File: config.mk
export PLATFORM = sky130hd
export DESIGN_NAME = calc2_port_driver
export DESIGN_NICKNAME = d
export VERILOG_FILES = /design/src/rtl/calc2_pkg.sv /design/src/rtl/calc2_tag_pool.sv /design/src/rtl/calc2_port_driver.sv
export SDC_FILE = /design/constraint.sdc
export NUM_CORES = 1
export LEC_CHECK = 0
export ABC_CLOCK_PERIOD_IN_PS = 3700
export CORE_ASPECT_RATIO = 1.25
export CORE_MARGIN = 8
export CORE_UTILIZATION = 48
export CTS_CLUSTER_DIAMETER = 150
export CTS_CLUSTER_SIZE = 28
export DETAILED_ROUTE_END_ITERATION = 8
export HOLD_SLACK_MARGIN = 0.05
export PLACE_DENSITY = 0.82
export SETUP_SLACK_MARGIN = 0.5
export SLEW_MARGIN = 20
export SYNTH_ARGS = -nofsm -noshare
export SYNTH_HDL_FRONTEND = slang
export SYNTH_SLANG_ARGS = --single-unit
File: constraint.sdc
create_clock -name c_clk -period 3.7 [get_ports c_clk]
set_clock_uncertainty 0.05 [all_clocks]
set_input_delay 0.74 -clock c_clk [delete_from_list [all_inputs] [get_ports c_clk]]
set_output_delay 0.74 -clock c_clk [all_outputs]
set_load 0.01 [all_outputs]
File: src/rtl/calc2_pkg.sv
// Shared types and sizing for the calc2 port driver slice.
package calc2_pkg;

    localparam int unsigned N_TAGS = 4;
    localparam int unsigned TAG_W  = 2;
    localparam int unsigned CMD_W  = 4;
    localparam int unsigned CNT_W  = 3;

    typedef enum logic [CMD_W-1:0] {
        CMD_NOP = 4'd0,
        CMD_ADD = 4'd1,
        CMD_SUB = 4'd2,
        CMD_SHL = 4'd5,
        CMD_SHR = 4'd6
    } cmd_e;

    typedef enum logic [1:0] {
        RESP_NONE = 2'd0,
        RESP_OK   = 2'd1,
        RESP_OVF  = 2'd2,
        RESP_INV  = 2'd3
    } resp_e;

    typedef logic [TAG_W-1:0] tag_t;

endpackage

File: src/rtl/calc2_tag_pool.sv
// Free-tag bookkeeping: free vector, lowest-free encoder and outstanding count.
module calc2_tag_pool
    import calc2_pkg::*;
(
    input  logic              clk,
    input  logic              rst_n,
    input  logic              alloc_i,
    input  logic              free_i,
    input  logic [1:0]        free_tag_i,
    output logic              any_free_c_o,
    output logic [1:0]        alloc_tag_c_o,
    output logic [N_TAGS-1:0] free_vec_o,
    output logic [2:0]        cnt_o
);

    logic [N_TAGS-1:0] free_q, free_d;
    logic [CNT_W-1:0]  cnt_q, cnt_d;
    tag_t              alloc_tag_c;

    // Lowest-numbered free tag wins.
    always_comb begin
        alloc_tag_c = '0;
        for (int i = int'(N_TAGS) - 1; i >= 0; i--) begin
            if (free_q[i]) alloc_tag_c = TAG_W'(i);
        end
    end

    always_comb begin
        free_d = free_q;
        cnt_d  = cnt_q;
        if (alloc_i) free_d[alloc_tag_c] = 1'b0;
        if (free_i)  free_d[free_tag_i]  = 1'b1;
        case ({alloc_i, free_i})
            2'b10:   cnt_d = cnt_q + CNT_W'(1);
            2'b01:   cnt_d = cnt_q - CNT_W'(1);
            default: cnt_d = cnt_q;
        endcase
    end

    always_ff @(posedge clk or negedge rst_n) begin
        if (!rst_n) begin
            free_q <= '1;
            cnt_q  <= '0;
        end else begin
            free_q <= free_d;
            cnt_q  <= cnt_d;
        end
    end

    assign any_free_c_o  = |free_q;
    assign alloc_tag_c_o = alloc_tag_c;
    assign free_vec_o    = free_q;
    assign cnt_o         = cnt_q;

endmodule

File: src/rtl/calc2_port_driver.sv
// Issues whole operations as calc2 two-beat requests and retires tags on response.
module calc2_port_driver #(
    parameter int unsigned DATA_W = 32,
    parameter int unsigned N_TAGS = 4
) (
    input  logic              c_clk,
    input  logic              reset,
    input  logic              in_valid,
    output logic              in_ready,
    input  logic [3:0]        in_cmd,
    input  logic [DATA_W-1:0] in_op1,
    input  logic [DATA_W-1:0] in_op2,
    output logic [3:0]        req_cmd_in,
    output logic [DATA_W-1:0] req_data_in,
    output logic [1:0]        req_tag_in,
    input  logic [1:0]        out_resp,
    input  logic [DATA_W-1:0] out_data,
    input  logic [1:0]        out_tag,
    output logic              cpl_valid,
    output logic [1:0]        cpl_resp,
    output logic [DATA_W-1:0] cpl_data,
    output logic [1:0]        cpl_tag,
    output logic [3:0]        cpl_cmd,
    output logic [2:0]        busy_cnt,
    output logic              err_unexp
);
    import calc2_pkg::*;

    localparam logic [1:0] ST_IDLE  = 2'd0;
    localparam logic [1:0] ST_BEAT1 = 2'd1;
    localparam logic [1:0] ST_BEAT2 = 2'd2;

    logic [1:0]        state_q, state_d;
    logic              run_q;
    logic [3:0]        req_cmd_q, req_cmd_d;
    logic [DATA_W-1:0] req_data_q, req_data_d;
    tag_t              req_tag_q, req_tag_d;
    logic [DATA_W-1:0] op2_q, op2_d;
    logic [3:0]        cmd_tab_q [N_TAGS];

    logic              cpl_valid_q, cpl_valid_d;
    logic [1:0]        cpl_resp_q, cpl_resp_d;
    logic [DATA_W-1:0] cpl_data_q, cpl_data_d;
    tag_t              cpl_tag_q, cpl_tag_d;
    logic [3:0]        cpl_cmd_q, cpl_cmd_d;
    logic              err_q, err_d;

    logic              any_free_c;
    tag_t              alloc_tag_c;
    logic [N_TAGS-1:0] free_vec;
    logic [2:0]        busy_cnt_w;
    logic              in_ready_c, accept_c, issue_c;
    logic              resp_seen_c, resp_hit_c, resp_bad_c;

    calc2_tag_pool u_tag_pool (
        .clk           (c_clk),
        .rst_n         (reset),
        .alloc_i       (issue_c),
        .free_i        (resp_hit_c),
        .free_tag_i    (out_tag),
        .any_free_c_o  (any_free_c),
        .alloc_tag_c_o (alloc_tag_c),
        .free_vec_o    (free_vec),
        .cnt_o         (busy_cnt_w)
    );

    // run_q holds in_ready low while reset is asserted.
    always_comb begin
        in_ready_c  = run_q && (state_q != ST_BEAT1) && any_free_c;
        accept_c    = in_valid && in_ready_c;
        issue_c     = accept_c && (in_cmd != CMD_NOP);
        resp_seen_c = (out_resp != RESP_NONE);
        resp_hit_c  = resp_seen_c && !free_vec[out_tag];
        resp_bad_c  = resp_seen_c && free_vec[out_tag];
    end

    always_comb begin
        state_d    = state_q;
        req_cmd_d  = req_cmd_q;
        req_data_d = req_data_q;
        req_tag_d  = req_tag_q;
        op2_d      = op2_q;
        case (state_q)
            ST_IDLE, ST_BEAT2: begin
                if (issue_c) begin
                    state_d    = ST_BEAT1;
                    req_cmd_d  = in_cmd;
                    req_data_d = in_op1;
                    req_tag_d  = alloc_tag_c;
                    op2_d      = in_op2;
                end else begin
                    state_d    = ST_IDLE;
                    req_cmd_d  = '0;
                    req_data_d = '0;
                    req_tag_d  = '0;
                end
            end
            ST_BEAT1: begin
                state_d    = ST_BEAT2;
                req_cmd_d  = '0;
                req_data_d = op2_q;
            end
            default: begin
                state_d    = ST_IDLE;
                req_cmd_d  = '0;
                req_data_d = '0;
                req_tag_d  = '0;
            end
        endcase
    end

    // Completion capture and sticky unexpected-response flag.
    always_comb begin
        cpl_valid_d = resp_hit_c;
        cpl_resp_d  = cpl_resp_q;
        cpl_data_d  = cpl_data_q;
        cpl_tag_d   = cpl_tag_q;
        cpl_cmd_d   = cpl_cmd_q;
        err_d       = err_q | resp_bad_c;
        if (resp_hit_c) begin
            cpl_resp_d = out_resp;
            cpl_data_d = out_data;
            cpl_tag_d  = out_tag;
            cpl_cmd_d  = cmd_tab_q[out_tag];
        end
    end

    always_ff @(posedge c_clk or negedge reset) begin
        if (!reset) begin
            state_q     <= ST_IDLE;
            run_q       <= 1'b0;
            req_cmd_q   <= '0;
            req_data_q  <= '0;
            req_tag_q   <= '0;
            op2_q       <= '0;
            cpl_valid_q <= 1'b0;
            cpl_resp_q  <= '0;
            cpl_data_q  <= '0;
            cpl_tag_q   <= '0;
            cpl_cmd_q   <= '0;
            err_q       <= 1'b0;
        end else begin
            state_q     <= state_d;
            run_q       <= 1'b1;
            req_cmd_q   <= req_cmd_d;
            req_data_q  <= req_data_d;
            req_tag_q   <= req_tag_d;
            op2_q       <= op2_d;
            cpl_valid_q <= cpl_valid_d;
            cpl_resp_q  <= cpl_resp_d;
            cpl_data_q  <= cpl_data_d;
            cpl_tag_q   <= cpl_tag_d;
            cpl_cmd_q   <= cpl_cmd_d;
            err_q       <= err_d;
        end
    end

    always_ff @(posedge c_clk or negedge reset) begin
        if (!reset) begin
            for (int i = 0; i < int'(N_TAGS); i++) cmd_tab_q[i] <= '0;
        end else if (issue_c) begin
            cmd_tab_q[alloc_tag_c] <= in_cmd;
        end
    end

    assign in_ready    = in_ready_c;
    assign req_cmd_in  = req_cmd_q;
    assign req_data_in = req_data_q;
    assign req_tag_in  = req_tag_q;
    assign cpl_valid   = cpl_valid_q;
    assign cpl_resp    = cpl_resp_q;
    assign cpl_data    = cpl_data_q;
    assign cpl_tag     = cpl_tag_q;
    assign cpl_cmd     = cpl_cmd_q;
    assign busy_cnt    = busy_cnt_w;
    assign err_unexp   = err_q;

endmodule

; ---- Yosys cells after proc, flatten, opt, wreduce, memory -nomap -nowiden
; Cells that the tools add are included.
[word_totals]
elab_cells = 82
out_inout_bits = 84
register_bits = 138
[op_classes]
add_sub_neg = 2
n_mux = 27
n_lt_le_gt_ge = 7
n_eq_ne = 5
n_bitwise = 6
n_reduce_logical = 17
[op_table]
columns = cell, n
row1 = $pmux 32 s2, 1
row2 = $mux 32, 1
row3 = $mux 4, 7
row4 = $bwmux 16, 1
row5 = $mux 2, 5
row6 = $logic_and 1x1->1, 9
row7 = $bmux 4 s2, 1
row8 = $demux 4 s2, 1
row9 = $pmux 2 s2, 2
row10 = $ge 3x3->1 const B, 2
row11 = $lt 2x3->1 const B, 2
row12 = $not 2->3, 2
row13 = $pmux 3 s2, 1
row14 = $and 4x4->4, 1
row15 = $demux 1 s2, 2
row16 = $eq 2x1->1 const B, 2
row17 = $eq 2x2->1 const B, 2
row18 = $ge 2x1->1 const B, 2
row19 = $mux 1, 4
row20 = $not 4->4, 1
row21 = $or 4x4->4, 1
row22 = $reduce_bool 2->1, 2
row23 = $reduce_bool 4->1, 1
row24 = $reduce_or 4->1, 1
row25 = 10 further kinds, 10

; ---- Depth between registers and ports, before layout
; Gate-level depths: netlist of the first run.
[logic_depth]
ltp_word = 13
mapped_depth = 10
mapped_depth_nobuf = 8

; ---- By module
; Synthesis of the first run repeated with hierarchy kept, for this count alone.
[unflattened]
cells_unflattened = 411
area_unflattened_um2 = 5470.2
[by_module_without_submodules]
columns = module, n_inst, seq_area_each_um2, cells_per_inst, area_each_um2
row1 = calc2_port_driver, 1, 3278.1, 375, 5113.7
row2 = calc2_tag_pool, 1, 180.2, 36, 356.6

; ---- Worst setup path before layout of the first run
; OpenSTA, ideal clock, no wires.
[synth_path]
kind = input port to flip-flop
startpoint = in out_tag[0]
endpoint = reg u_tag_pool.cnt_q[2], in the netlist u_tag_pool.cnt_o[2]
n_path_buf = 1
setup_ns = 0.079
arrival_time_ns = 2.560
required_ns = 3.571
setup_slack_ns = 1.011
cell_stages = 9
path_cell_list = mux4_2 nor2_2 buf_4 ha_1 inv_1 fa_1 xor2_1 nor2_1 xor2_1
[synth_via]
elab_chain_cells = 6
[synth_rtl]
columns = item, line_no
row1 = from (decl), calc2_port_driver.sv:18  ; input logic [1:0] out_tag,
row2 = $bmux 1 s2 *, calc2_port_driver.sv:73  ; resp_hit_c = resp_seen_c && !free_vec[out_tag];
row3 = $mux 1 (not written as such) *, calc2_port_driver.sv:73
row4 = $logic_not 1->1 *, calc2_port_driver.sv:73
row5 = $logic_and 1x1->1 *, calc2_port_driver.sv:73
row6 = net cpl_valid_d, calc2_port_driver.sv:41  ; logic cpl_valid_q, cpl_valid_d;
row7 = $eq 2x1->1 / $eq 2x2->1 (equally long branches), calc2_tag_pool.sv:33  ; case ({alloc_i, free_i})
row8 = $pmux 3 s2 / $reduce_bool 2->1 (equally long branches), -
row9 = to (signal assigned), calc2_tag_pool.sv:46  ; cnt_q <= cnt_d;
row10 = to (decl), calc2_tag_pool.sv:17  ; logic [CNT_W-1:0] cnt_q, cnt_d;
; The timed path passes the listed nets; every way through them passes the cells marked *. The select of a mux whose other input is x is not followed.
; A chain may end at the register's enable or synchronous reset.

; ---- Final worst setup path of the first run
[layout_path]
startpoint = reg state_q[0]
endpoint = out in_ready
[layout_via]
elab_chain_cells = 3
[layout_rtl]
columns = item, line_no
row1 = from (decl), calc2_port_driver.sv:33  ; logic [1:0] state_q, state_d;
row2 = from (signal assigned), calc2_port_driver.sv:143  ; state_q <= state_d;
row3 = $ne 2x1->1, calc2_port_driver.sv:69  ; in_ready_c = run_q && (state_q != ST_BEAT1) && any_free_c;
row4 = $logic_and 1x1->1 (2 in series), calc2_port_driver.sv:69
row5 = to (decl), calc2_port_driver.sv:9  ; output logic in_ready,
; No other way between the ends.

==> results of run 1 <==
[sequential cells by signal, indices dropped and copies added, names as in the netlist]
signal                 cells
cpl_resp                   2
cmd_tab_q                 16
cpl_tag                    2
err_unexp                  1
state_q                    2
req_tag_in                 2
req_data_in               32
u_tag_pool.free_vec_o      4
cpl_cmd                    4
cpl_valid                  1
op2_q                     32
req_cmd_in                 4
cpl_data                  32
u_tag_pool.cnt_o           3
run_q                      1
[critical path: stages, from the launching register on]
cell             delay (ns)
dfrtp_1                0.40
and2b_1                0.44
nor3b_1                0.30
clkdlybuf4s50_1        0.61
[path summary, 6_finish.rpt]
path | startpoint | to | slack, ns | depth (start not counted)
min in group c_clk | cpl_data[18] | cpl_data[18] | 0.44 | 1
max | state_q[0] | in_ready | 0.76 | 3
min reg2reg | cpl_data[18] | cpl_data[18] | 0.44 | 1
max in group asynchronous | reset | cmd_tab_q[3] | 2.39 | 2
min | reset | op2_q[25] | 0.41 | 1
max reg2reg | state_q[0] | u_tag_pool.cnt_o[2] | 1.19 | 8
[routing by layer]
metal / wire [um] / vias up
li1: - / 1623
met3: 1320 / 13
met5: 0 / -
met2: 6720 / 131
met1: 5140 / 1808
met4: 140 / 0
[metrics by stage]
step / hold slack, ns / power [W] / utilization [%]
after floorplan: 0.394 / 0.00289 / -
after global placement: 0.416 / 0.00369 / 67.7
after detailed placement: 0.425 / 0.00377 / 67.7
after CTS: 0.441 / 0.00573 / 73.8
after global routing: 0.444 / 0.00592 / 73.8
final: 0.411 / 0.00565 / 73.8
[cell type report]
cell class / instances / share of cell area [%]
inverter: 7 / 0.323
clock inverter: 11 / 2.66
clock buffer: 21 / 5.66
sequential: 138 / 42.5
tap: 135 / 2.08
timing repair buffer: 199 / 24.5
multi-input combinational: 176 / 22.3
[placed cells by master (no fill, tap or decap), drive strengths merged, types with 3 or more instances in the layout]
cell,count
a22o,35
dfrtp,134
clkinv,5
nand2,3
clkbuf,21
o21ai,3
dfstp,4
mux2,87
inv,7
mux4,5
bufinv,6
nor4,6
nand2b,3
buf,10
clkdlybuf4s50,189
and2,4
nor2,5
[where the power goes]
part	leakage (nW)	internal [W]	switching (W)
sequential	1.69	0.00195	0.000235
clock	0.331	0.00130	0.000624
combinational	1.46	0.000965	0.000573
[kinds of logic after synthesis]
kind of cell,Yosys count
buffers and inverters,26
adders and majority gates,2
xor gates and xnor gates,3
other,1
and+or+nand+nor,31
AOI/OAI and AO/OA,45
muxes,94
DFF,138
==> metrics, run 1 <==
Final Setup Violations 0; vias in the first global route a little over 4,000; CP arrival 2.15 ns; core area 11,000 um^2; Reg area ~3500 um^2; final setup TNS 0 ns; Max transition margin approximately 36%; I/O pins 191; top cells by instance count after synthesis dfrtp_1, mux2_2, a22o_1, mux2_1, inv_1; EDFF count, synth 0; simple-gate share of the synthesized area between 4 and 5%; crit path setup slack, layout around 0.76 ns; gr busiest metal met2; initial antenna violation count 0; pre-CTS setup slack roughly 0.53 ns; peak fanout along the critical path 19; required time of the critical path around 2.9 ns; Final Max Tran Viols 0; first-pass GRT wire length 21.8 mm; Starting Density roughly 50%; Pleak roughly 3.5 nW; met2 Use GR 30.4%; fin crit share 79.4%; Most used DFF post-synth dfrtp_1; adder-cell share of the synthesized area less than 1%; DR DRC count 0; WL/cell a little under 20 um; Clk Latency, worst-skew pair 0.40 ns; critical path type reg -> out; via count 3,575; Root Driver clkbuf_16; Area Growth Syn to Fin 50.9%; cell area after synthesis roughly 5400 um^2; GR Layer Usage met1 20.2%; post-CTS setup buffers 0; layout cell share with drive strength beyond 1 20.3%; register area share after synthesis between 60 and 70%; post-route insts no fill approximately 690; Hold Crit Class in -> async; XOR/XNOR Fraction of Synth Area less than 1%; Critical Path Source Type flop; largest family of logic cells by synthesized area multiplexers; status complete, no violations; gr ovfl total 0; post-synthesis mux area share roughly 20%; Total GRT Usage approximately 18%; CTS resizes 0; CTS tree yes; drt via density about 5.2; pin count of the biggest net entering global routing 107; yosys warns 0; MaxCap Viol Count 0; dpl cells 655; PwrDens 694 nW/um^2; NumNets Final 648; placed wire-length estimate between 9 and 10 mm; row count 43; compound-gate portion of the synthesized area under 10%; Netlist cell types 38; mean post-synth cell area about 16 um^2; TritonRoute pass-1 iters 4; FFs w/ async S/R, synth 100%; cell taking the most area after synthesis dfrtp_1; peak supply drop ~0.00038 V; drt total wl roughly 13 mm; Final Cell Area approximately 8100 um^2; Die X between 100 and 150 um; Min Clock Period, post-route between 2 and 3 ns; syn nets ~450; multi-input logic area around 1800 um^2; CTS H-tree lvls 4; Worst Tran Pin Value about 0.95 ns; fillcell total just over 700; Synth area leaders dfrtp_1, mux2_2, mux2_1; CTS clock-pin slew for the worst setup and hold paths ~0.06 ns; Synth top area share 62.2%; f_max around 340 MHz; hold-fix buffer count after cts 0; initial drt markers between 100 and 150; Die Area roughly 15,000 um^2; clock tree sinks approximately 140; antenna-violating nets left 0; Clock Path Buffers 2; grt met3 use a little under a tenth; RSZ-0062 raised after global routing no; Antenna Cells 0; Die Y between 100 and 150 um; Mapped Cells 340; #FFs+latches synth 138; most frequent cell after synthesis dfrtp_1; # port buffers 190; endpoint class of the critical path output port; Placer Congestion roughly 0.73; final hold viol count 0; placed cell areas ~7500 um^2; CTS buffer count 17
Power figures use the tool's default switching activity.
==> run 2, diff against run 1 <==
Settings changed: ABC_CLOCK_PERIOD_IN_PS 3700 to 2480, CORE_UTILIZATION 48 to 41, PLACE_DENSITY 0.82 to 0.74.
Clock period 3.7 ns to 2.48 ns, I/O delays scaled along.
==> run 2 against run 1 <==
  * Routed wire length increased by 0.38%
  * Sequential power increased by 49%
  * Largest cell class unchanged
  * Clock power rose by 41%
  * First-iteration DRC count decreased by 27%
  * Utilization shrank 9.4 points
  * Via count up 2.8%
  * Global-route usage is 2.2 points lower
  * Die area rose by 15%
  * Flip-flop and latch count stayed put
  * Register-to-register slack worse by 0.84 ns
  * Final cell count up 9.0%
==> metrics, run 2 (synthesis results as in run 1) <==
dpl cells 705 (+7.6%); drt total wl 13.4 mm (+0.38%); Die X 119 um (+7.0%); CTS buffer count 17 (unchanged); I/O pins 191 (unchanged); drt via density 4.91 (-5.7%); Worst Reg-to-Reg Cells 8 (unchanged); PwrDens 996 nW/um^2 (+44%); Min Clock Period, post-route 2.13 ns; RSZ-0062 raised after global routing yes; CTS tree yes; # port buffers 190 (unchanged); Clk Latency, worst-skew pair 0.40 ns (about the same); most common cell after layout, fill and taps aside clkdlybuf4s50_1; Placer Congestion 0.724 (-1.2%); WL/cell 17.8 um (-7.9%); Final Setup Violations 0 (unchanged); Most Frequent Cell on Critical Path xor2_1; DR DRC count 0 (unchanged); fillcell total 1,005 (+41%); core area 13,100 um^2 (+18%); Clock Path Buffers 2 (unchanged); placed cell areas 7650 um^2 (+2.4%); Reg area 3460 um^2 (unchanged); Final Max Tran Viols 0 (unchanged); crit path max-delay cell type mux4_2; initial drt markers 80 (-27%); Die Area 17,100 um^2 (+15%); Root Driver clkbuf_16; cells along the critical path mux4_2 > nor2_4 > ha_4 > inv_2 > fa_2 > xor2_1 > nor2_1 > xor2_1; first-pass GRT wire length 21.8 mm (unchanged); row count 47 (+9.3%); Worst Tran Pin Value 0.573 ns (-0.382 ns); WHS 0.425 ns (+0.0143 ns); via count 3,675 (+2.8%); peak fanout along the critical path 8 (-11); CP top delay family multiplexers; Starting Density 41.3% (-7.6 points); antenna-violating nets left 0 (unchanged); Die Y 144 um (+7.2%); Area Growth Syn to Fin 55.9%; initial antenna violation count 0 (unchanged); Max transition margin 61.8% (+25 points); multi-input logic area 1850 um^2 (+2.1%); NumNets Final 676 (+4.3%); pin count of the biggest net entering global routing 62 (-42%); RR Startpoint u_tag_pool.free_vec_o[2]; vias in the first global route 4,196 (+1.8%); Hold Crit Class reg -> reg; post-route insts no fill 749 (+9.0%); Net Sw Frac 25.4% (+0.045 points); peak supply drop 0.000483 V (+26%); Hold Startpoint err_unexp; worst path buffer plus inverter count 1 (unchanged); clock tree sinks 138 (unchanged); placed wire-length estimate 9.89 mm (+5.5%); f_max ~470 MHz; WHS Path Cells 1; most frequent cells in the layout clkdlybuf4s50_1, dfrtp_1, mux2_2, a22o_1, buf_4; Antenna Cells 0 (unchanged); endpoint class of the critical path flop; required time of the critical path 2.76 ns (-0.15 ns); Net Switching 0.00213 W (+49%); r2r setup slk 0.35 ns (-0.84 ns); sequential share of power 39.0% (+0.3 points); cell internal pwr 0.00625 W (+48%); fin crit share a little under nine tenths; gr ovfl total 0 (unchanged); final hold viol count 0 (unchanged); TritonRoute pass-1 iters 4 (unchanged); delay of the slowest critical-path stage 0.52 ns (-0.09 ns); reg-to-reg endpoint u_tag_pool.cnt_o[2]; CTS H-tree lvls 4 (unchanged); MaxCap Viol Count 0 (unchanged); Comb pwr share 28.4% (+1.2 points); Total GRT Usage 16.1% (-2.2 points); critical path type reg -> reg; CTS clock-pin slew for the worst setup and hold paths 0.05 ns (about the same); hold path endpoint err_unexp; Critical Path Source Type flop; Clk pwr share 32.6% (-1.5 points); Final Cell Area 8410 um^2 (+3.3%); CP arrival 2.41 ns (+0.26 ns); Pleak 3.64 nW (+4.4%); status complete, no violations; layout cell share with drive strength beyond 1 25.1% (+4.8 points)
==> run 2: cell count changes in the layout (fill, tap and decap cells not counted), sizes merged <==
cell,delta
buf,+28
bufinv,-1
clkbuf,-1
clkdlybuf4s50,-7
clkinv,-1
dlygate4sd2,+5
dlygate4sd3,+1
dlymetal6s2s,+1
inv,+1
==> run 2: final cells by class <==
cell class,instances,share of cell area [%]
Inverter,7,0.312
Clock inverter,10,2.26
Clock buffer,20,5.43
Multi-Input combinational cell,176,22.0
Timing Repair Buffer,227,26.3
Tap cell,171,2.54
Sequential cell,138,41.1
==> run 2: worst max path at each step <==
stage | end | cells past startpoint | from | slack [ns]
after detailed placement | u_tag_pool.cnt_o[2] | 9 | out_tag[0] | -0.36
after floorplan | u_tag_pool.cnt_o[2] | 9 | out_tag[0] | 0.13
after global routing | u_tag_pool.cnt_o[2] | 8 | u_tag_pool.free_vec_o[2] | 0.24
after global placement | u_tag_pool.cnt_o[2] | 9 | out_tag[0] | -0.28
after CTS | u_tag_pool.cnt_o[2] | 8 | u_tag_pool.free_vec_o[2] | 0.32
final | u_tag_pool.cnt_o[2] | 8 | u_tag_pool.free_vec_o[2] | 0.35
==> run 2: metrics by stage <==
step,total power [W],util [%],setup slack (ns),TNS [ns]
after global routing,0.00882,64.4,0.238,0
after floorplan,0.00434,-,0.134,0
after global placement,0.00556,58.6,-0.285,-9.36
after detailed placement,0.00568,58.6,-0.362,-13.74
after CTS,0.00849,64.2,0.323,0
final,0.00838,64.4,0.347,0
==> run 2: worst reg2reg max path, cell delays in order, from the launching register on <==
cell,delay (ns)
dfstp_2,0.41
mux4_2,0.52
nor2_4,0.15
ha_4,0.14
inv_2,0.04
fa_2,0.33
xor2_1,0.16
nor2_1,0.11
xor2_1,0.14
==> run 2: power by group through the flow <==
stage	registers (W)	logic, W	clock network [W]
finish	0.00327	0.00238	0.00273
global placement	0.00327	0.00229	0
global route	0.00335	0.00257	0.00289
CTS	0.00328	0.00242	0.00279
detailed placement	0.00331	0.00237	0
floorplan	0.00342	0.000917	0
==> run 2: routing by layer <==
metal / wire (um) / track usage, % / share of wire, % / up-vias
met5: 0 / 0 / 0 / -
met4: 267 / 6.60 / 2.0 / 0
met3: 1560 / 9.45 / 12 / 18
met2: 6280 / 25.6 / 47 / 152
met1: 5260 / 17.3 / 39 / 1820
li1: - / - / - / 1685
==> run 2: timing repair <==
item	CTS	global route
hold endpoints to repair	52	0
setup endpoints to repair	101	44
gates resized for setup	12	4
hold buffers	1	0
setup buffers	10	3
pin swaps	7	7
cloned	0	0
==> RTL change (settings of run 2) <==
Make the reset (`reset` and `rst_n`) synchronous in 3 clocked blocks.
--- a/src/rtl/calc2_tag_pool.sv
+++ b/src/rtl/calc2_tag_pool.sv
@@ -39,3 +39,3 @@
 
-    always_ff @(posedge clk or negedge rst_n) begin
+    always_ff @(posedge clk) begin
         if (!rst_n) begin
--- a/src/rtl/calc2_port_driver.sv
+++ b/src/rtl/calc2_port_driver.sv
@@ -127,3 +127,3 @@
 
-    always_ff @(posedge c_clk or negedge reset) begin
+    always_ff @(posedge c_clk) begin
         if (!reset) begin
@@ -157,3 +157,3 @@
 
-    always_ff @(posedge c_clk or negedge reset) begin
+    always_ff @(posedge c_clk) begin
         if (!reset) begin
Function: differs if reset is asserted again (counterexample within 4 cycles, from zero or initial values and one cycle with reset low); with reset held inactive, the same outputs for 10 cycles.
==> RTL change against run 2 <==
Routed wire length up 5.4%. Sequential share of layout area shrank 4.3 points. Area after synthesis is 5.6% lower. Sequential cell count unchanged. Utilization up 1.1 points. First-iteration DRC count grew 38%. Via count grew 12%. Final area is 5.3% lower. Worst setup slack better by 12 ps. Largest cell class unchanged. Highest routed layer unchanged.
Power is not compared: it rests on default switching activity, and its combinational part moved more than twofold at a synthesized area within 25%.
==> RTL change: results (changes against run 2) <==
leakage_nw: 2.98
timing.hold.worst.start: "in_cmd[0]"
seq_area_frac_synth_pct: 57.4  # -6.7 points
ys_top_cells_by_area: "sky130_fd_sc_hd__dfxtp_1 (48%), sky130_fd_sc_hd__edfxtp_1 (9.4%), sky130_fd_sc_hd__mux2i_1 (7.3%), sky130_fd_sc_hd__a22o_1 (5.5%), sky130_fd_sc_hd__nand2_1 (5.2%)"
critical_path.top_delay_family: "compound AO/OA/AOI/OAI gates"
ir_worst_vdd_uv: 386
setup_tns_after_final_layout_ps: 0  # unchanged
placedInstanceArea_sq_um: 7250  # -5.2%
drc_marker_count_from_the_first_detailed_route_iteration: 110  # +38%
synth.lib_cells_used.distinct: 42  # +11%
ant_diodes: 0  # unchanged
pin_count_of_the_biggest_net_entering_global_routing: 47  # -24%
synth_common_cells: "sky130_fd_sc_hd__dfxtp_1 (122), sky130_fd_sc_hd__nand2_1 (71), sky130_fd_sc_hd__nor2_1 (46), sky130_fd_sc_hd__mux2i_1 (37), sky130_fd_sc_hd__a21oi_1 (36)"
timing.reg2reg.setup_slack_ps: 370  # +20 ps
numCtsBuffers: 17  # unchanged
r2r_start: "u_tag_pool.free_vec_o[2]"
grt_use_total_pct: 17.2  # +1.1 points
worstMarginPinSlew_ps: 698  # +125 ps
vias_in_the_first_global_route: 4403  # +4.9%
timing.reg2reg.worst_path_depth: 8  # unchanged
antenna_found_initial: 0  # unchanged
dr.pass1.iters: 4  # unchanged
synthCells: 469  # +38%
outcome: "complete, no violations"
ys_async_sr_fraction_pct: 0  # -100 points
via_count: 4133  # +12%
ctsHtreeMaxLevel: 4  # unchanged
grt_pass1_wl_mm: 22.0  # +1.1%
timing.critical_path.slowest_cell_delay_ps: 470  # -50 ps
num-fill-cells: 983  # -2.2%
worstPathArrival_ps: 2400
r2r_end: "u_tag_pool.cnt_o[2]"
post_route_cells_drive_above_1_share_pct: 13.7  # -11 points
whs_path_depth: 3  # +2
preCtsSetupSlack_ps: -451  # -88.8 ps
routed_via_density: 4.83  # -1.5%
wire_per_inst_microns: 16.5  # -7.7%
synth.yosys.warnings: 0  # unchanged
hold_path_end: "req_cmd_in[0]"
numPortBuffers: 190  # unchanged
worst_hold_slack_ps: 371  # -54.2 ps
postSynthNetCount: 578  # +29%
clk_path_buf_depth: 2  # unchanged
worstPathMaxFanout: 2  # -6
critical_path.slowest_cell: "sky130_fd_sc_hd__o41a_1"
final_net_count: 789  # +17%
hold_class: "input port to register"
placedCellCount: 820  # +16%
clock_insertion_delay_worst_skew_ps: 400  # about the same
synth_edf_count: 16  # +16
gpl.final_weighted_congestion: 0.770  # +6.4%
hpwl_mm: 10.6  # +6.8%
==> RTL change: cell families after synthesis <==
| group | after synthesis | share of synthesized area, % |
|---|---|---|
| simple gates | 156 | 13.9 |
| fa+ha+maj | 2 | 0.639 |
| buf+inv | 38 | 5.14 |
| xor+xnor | 2 | 0.344 |
| mux | 44 | 10.2 |
| flops | 138 | 57.4 |
| compound gates | 89 | 12.4 |
==> RTL change: layout make-up <==
class | count | area (sq um) | area share (%)
clock buffers | 21 | 503 | 6.31
inverters | 8 | 30.0 | 0.377
flip-flops and latches | 138 | 2930 | 36.8
clock inverters | 9 | 133 | 1.66
multi-input cells | 293 | 1980 | 24.9
well taps | 164 | 205 | 2.58
repair buffers | 222 | 2180 | 27.4
==> RTL change: metal layers <==
layer	vias to the layer above	routed length, microns	track usage (%)
met2	146	7320	30.4
met4	0	205	7.05
met1	1933	5400	17.8
li1	2041	-	-
met3	13	1160	6.45
met5	-	0	0
==> RTL change: worst max-delay path by stage <==
stage / from / to / slack (ps) / cells past startpoint
floorplan: out_tag[0] / u_tag_pool.cnt_o[2] / -90 / 10
global placement: in_cmd[1] / u_tag_pool.cnt_o[2] / -410 / 10
detailed placement: in_cmd[1] / u_tag_pool.cnt_o[2] / -450 / 10
CTS: u_tag_pool.free_vec_o[2] / u_tag_pool.cnt_o[2] / 330 / 8
global route: u_tag_pool.free_vec_o[1] / u_tag_pool.cnt_o[2] / 300 / 8
finish: in_cmd[1] / u_tag_pool.cnt_o[2] / 360 / 10
==> RTL change: report_power, final <==
part	total (mW)	internal, mW	switching (mW)
Clock	2.65	1.75	0.905
Combinational	0.540	0.322	0.218
Sequential	2.37	2.34	0.0380
Total	5.56	4.40	1.16
==> RTL change: worst register-to-register path, stage by stage, from the launching register on <==
cell	delay, ps
sky130_fd_sc_hd__dfxtp_4	360
sky130_fd_sc_hd__mux2_4	300
sky130_fd_sc_hd__o22ai_4	180
sky130_fd_sc_hd__ha_4	160
sky130_fd_sc_hd__inv_2	30
sky130_fd_sc_hd__fa_2	340
sky130_fd_sc_hd__xor2_2	180
sky130_fd_sc_hd__or3_1	300
sky130_fd_sc_hd__a21oi_1	120
==> RTL change: what timing repair did <==
action / 4_1_cts / 5_1_grt
setup endpoints to repair: 47 / 42
pin swaps: 9 / 8
buffers inserted: 2 / 3
cloned: 0 / 0
gates resized for setup: 37 / 9
